**config.mk**
```make
export PLATFORM = sky130hd
export DESIGN_NAME = gcd_engine
export DESIGN_NICKNAME = d
export VERILOG_FILES = /design/src/rtl/gcd_engine.sv
export SDC_FILE = /design/constraint.sdc
export NUM_CORES = 1
export LEC_CHECK = 0
export BUFFER_PORTS_ARGS = -buffer_cell sky130_fd_sc_hd__buf_2
export CAP_MARGIN = 40
export CORE_ASPECT_RATIO = 1.25
export CORE_UTILIZATION = 45
export CTS_CLUSTER_SIZE = 28
export DETAILED_ROUTE_END_ITERATION = 10
export HOLD_SLACK_MARGIN = 0.15
export SLEW_MARGIN = 5
export SYNTH_ARGS = -nofsm -noshare
export SYNTH_HDL_FRONTEND = slang
export SYNTH_SLANG_ARGS = --single-unit
```
**constraint.sdc**
```tcl
create_clock -name clk -period 4.49 [get_ports clk]
set_input_delay 0.898 -clock clk [delete_from_list [all_inputs] [get_ports clk]]
set_output_delay 0.898 -clock clk [all_outputs]
set_load 0.02 [all_outputs]
```
**src/rtl/gcd_engine.sv**
```systemverilog
// Multi-cycle GCD engine with valid/ready handshakes on both sides.
// ALGO=0 runs subtractive Euclid, ALGO=1 runs binary (Stein) with a final shift step.
module gcd_engine #(
  parameter int unsigned WIDTH = 16,
  parameter int unsigned ALGO  = 1,
  parameter int unsigned CW    = 16
) (
  input  logic             clk,
  input  logic             reset,
  input  logic             in_valid,
  output logic             in_ready,
  input  logic [WIDTH-1:0] a_in,
  input  logic [WIDTH-1:0] b_in,
  output logic             out_valid,
  input  logic             out_ready,
  output logic [WIDTH-1:0] gcd_out,
  output logic [CW-1:0]    cycles_out,
  output logic             busy
);

  localparam int unsigned KW = $clog2(WIDTH);

  typedef enum logic [1:0] {StIdle, StCalc, StShift, StDone} state_e;

  state_e           state;
  logic [WIDTH-1:0] a, b, result;
  logic [KW-1:0]    k;
  logic [CW-1:0]    cnt;
  logic [CW-1:0]    cnt_inc;

  assign cnt_inc    = (cnt == {CW{1'b1}}) ? cnt : cnt + CW'(1);
  assign gcd_out    = result;
  assign cycles_out = cnt;

  always_ff @(posedge clk) begin
    if (reset) begin
      state     <= StIdle;
      a         <= '0;
      b         <= '0;
      k         <= '0;
      cnt       <= '0;
      result    <= '0;
      in_ready  <= 1'b1;
      out_valid <= 1'b0;
      busy      <= 1'b0;
    end else begin
      case (state)
        StIdle: begin
          if (in_valid) begin
            a        <= a_in;
            b        <= b_in;
            k        <= '0;
            cnt      <= '0;
            state    <= StCalc;
            in_ready <= 1'b0;
            busy     <= 1'b1;
          end
        end
        StCalc: begin
          cnt <= cnt_inc;
          // Zero operands can only be present on entry; both algorithms keep a, b nonzero.
          if (a == '0 || b == '0) begin
            result    <= a | b;
            state     <= StDone;
            busy      <= 1'b0;
            out_valid <= 1'b1;
          end else if (ALGO == 0) begin
            if (a == b) begin
              result    <= a;
              state     <= StDone;
              busy      <= 1'b0;
              out_valid <= 1'b1;
            end else if (a > b) begin
              a <= a - b;
            end else begin
              b <= b - a;
            end
          end else begin
            if (a == b) begin
              state <= StShift;
            end else if (!a[0] && !b[0]) begin
              a <= a >> 1;
              b <= b >> 1;
              k <= k + KW'(1);
            end else if (!a[0]) begin
              a <= a >> 1;
            end else if (!b[0]) begin
              b <= b >> 1;
            end else if (a > b) begin
              a <= a - b;
            end else begin
              b <= b - a;
            end
          end
        end
        StShift: begin
          cnt       <= cnt_inc;
          result    <= a << k;
          state     <= StDone;
          busy      <= 1'b0;
          out_valid <= 1'b1;
        end
        StDone: begin
          if (out_ready) begin
            state     <= StIdle;
            out_valid <= 1'b0;
            in_ready  <= 1'b1;
          end
        end
        default: state <= StIdle;
      endcase
    end
  end

endmodule

```
==> impl_metrics.env <==
export IMPL_die_h_um=133
export IMPL_grt_util_met1_pct=33.4
export IMPL_netlist_instances=765
export IMPL_hpwl_um=14300
export IMPL_synth_edff_count=0
export IMPL_critPathMaxFanout=11
export IMPL_place_congestion=0.962
export IMPL_cts_setup_buffers=0
export IMPL_min_period_ns=3.91
export IMPL_clock_sinks=73
export IMPL_hold_ws_ns=0.454
export IMPL_io_buffers=70
export IMPL_dp_slack_ns=0.610
export IMPL_syn_area_um2=6140
export IMPL_synth_area_leaders="dfxtp_1 (24%), ha_1 (11%), nor2_1 (5.9%), a21oi_1 (4.2%), inv_1 (3.9%)"
export IMPL_cts_htree_levels=3
export IMPL_final_hold_viol_count=0
export IMPL_vias=5803
export IMPL_synth_async_sr_flop_share_pct=0
export IMPL_clock_skew_ns=0.00884
export IMPL_grt_start_max_net_pins=57
export IMPL_relSlewSlack_pct=45.2
export IMPL_cts_hold_buf=0
export IMPL_num_fill_cells=1329
export IMPL_synth_top_area_cell="dfxtp_1"
export IMPL_final_cell_area_um2=6880
export IMPL_fin_ws_ns=0.578
export IMPL_hold_path_class="flop to flop"
export IMPL_setup_violations=0
export IMPL_via_per_inst=5.87
export IMPL_drt_wl_total_um=18100
export IMPL_register_area_um2=1460
export IMPL_worst_slew_pin_slew_ns=0.822
export IMPL_multiInputGateArea_um2=4230
export IMPL_max_freq_mhz=256
export IMPL_root_buffer="clkbuf_16"
export IMPL_status="finished, final reports clean"
export IMPL_place_area_um2=6590
export IMPL_worstPathRequired_ns=4.78
export IMPL_firstDrtPassIters=7
export IMPL_drc_errors=0
export IMPL_final_common_cell="nor2_1"
export IMPL_numCtsBuffers=9
export IMPL_synth_seq_cells=73
export IMPL_crit_type="flop to flop"
export IMPL_ys_warn_count=0
export IMPL_busiest_layer="met2"
export IMPL_finalSetupTns_ns=0
export IMPL_routedWlPerCell_um=18.3
export IMPL_cts_clk_slew_worst_paths_ns=0.07
export IMPL_initial_core_util_pct=46.2
export IMPL_die_w_um=106
export IMPL_drv_slew=0
export IMPL_drive_gt1_share_pct=16.1
export IMPL_crit_path_end_kind="flop"
export IMPL_globalRouteOverflowTotal=0
export IMPL_synth_top_flop_cell="dfxtp_1"
export IMPL_dieArea_um2=14100
export IMPL_cts_tree="yes"
export IMPL_synth_nets=856
export IMPL_antenna_found_initial=0
export IMPL_cp_arrival_ns=4.20
export IMPL_gr_usage_met2_pct=44.8
export IMPL_grt_pass1_wl_um=29300
export IMPL_synth_top_area_share_pct=23.8
export IMPL_rsz0062_at_grt="no"
export IMPL_core_area_um2=13300
export IMPL_ant_nets=0
export IMPL_area_growth_syn_to_layout_pct=12.0
export IMPL_seq_area_frac_synth_pct=23.8
export IMPL_antenna_cells=0
export IMPL_layout_common_cells="nor2_1 (97), dfxtp_1 (73), buf_2 (70)"
export IMPL_io_pins=71
export IMPL_start_kind="flop"
export IMPL_cts_resized=0
export IMPL_fin_nets=904
export IMPL_grt_pass1_vias=5613
export IMPL_clockBufferDepth=2
export IMPL_synthDistinctLibCells=74
export IMPL_drt_iter0_drc=348
export IMPL_clkLatencyLatePin_ns=0.35
export IMPL_r2r_slack_ns=0.58
export IMPL_fp_row_count=47
export IMPL_drv_cap=0
export IMPL_syn_area_per_cell_um2=8.03
export IMPL_fin_crit_sh_pct=87.1
export IMPL_gr_usage_all_layers_pct=26.3
export IMPL_grt_use_met3_pct=3.25
metrics by stage:
| stage | cells | utilization (%) |
|---|---|---|
| final | 989 | 51.8 |
| after global routing | 989 | 51.8 |
| after CTS | 989 | 51.8 |
| after detailed placement | 973 | 49.6 |
| after global placement | 969 | 49.3 |
| after floorplan | 765 | - |
cell type report:
| type | instances | share of cell area (%) |
|---|---|---|
| well taps | 171 | 3.11 |
| clock inverters | 7 | 0.873 |
| multi-input cells | 584 | 61.5 |
| inverters | 65 | 3.55 |
| repair buffers | 80 | 6.40 |
| clock buffers | 9 | 3.27 |
| flip-flops and latches | 73 | 21.2 |
registers in the layout (all words and copies together) (netlist names), 2 cells and up:
register and count:
a 16, b 16, cycles_out 16, gcd_out 16, k 4, state 2
worst paths after layout:
kind                 to       start  cells after the start
max               b[13]        a[0]                     13
min          gcd_out[8]  gcd_out[8]                      2
max reg2reg       b[13]        a[0]                     13
min reg2reg  gcd_out[8]  gcd_out[8]                      2
synthesized netlist by cell type (all sizes together), types with 17 or more instances:
cell type,count
a211oi,21
a21oi,53
a22o,20
clkbuf,27
dfxtp,73
ha,53
inv,64
nand2,35
nand2b,17
nor2,99
nor3,22
o21ai,23
o221ai,19
xnor2,26
layer usage:
| layer | up-vias | routed length [µm] |
|---|---|---|
| li1 | 2873 | - |
| met1 | 2728 | 8080 |
| met2 | 158 | 8860 |
| met3 | 44 | 634 |
| met4 | 0 | 516 |
| met5 | - | 0 |
worst max-delay path: stages, from the launching register on:
cell      delay [ns]
dfxtp_1         0.42
inv_1           0.22
ha_1            0.29
inv_1           0.08
fa_1            0.40
or2b_1          0.21
a221oi_2        0.09
o31a_2          0.37
or2_2           0.35
a41o_1          0.28
a21oi_2         0.15
buf_4           0.20
nor2b_1         0.56
a32o_1          0.25
kinds of logic (layout without fill, tap and decap cells):
family                     count (synthesis)  after routing  synth area share [%]
AOI/OAI and AO/OA                        212            212                  25.6
xor gates and xnor gates                  39             39                  5.56
adders and majority gates                 55             55                  11.5
buffers and inverters                    108            161                  7.31
DFF                                       73             73                  23.8
muxes                                     25             25                  5.73
and+or+nand+nor                          253            253                  20.6
Power is not shown: default switching activity piles up to over one toggle a cycle in this logic, so the estimate is an artifact.
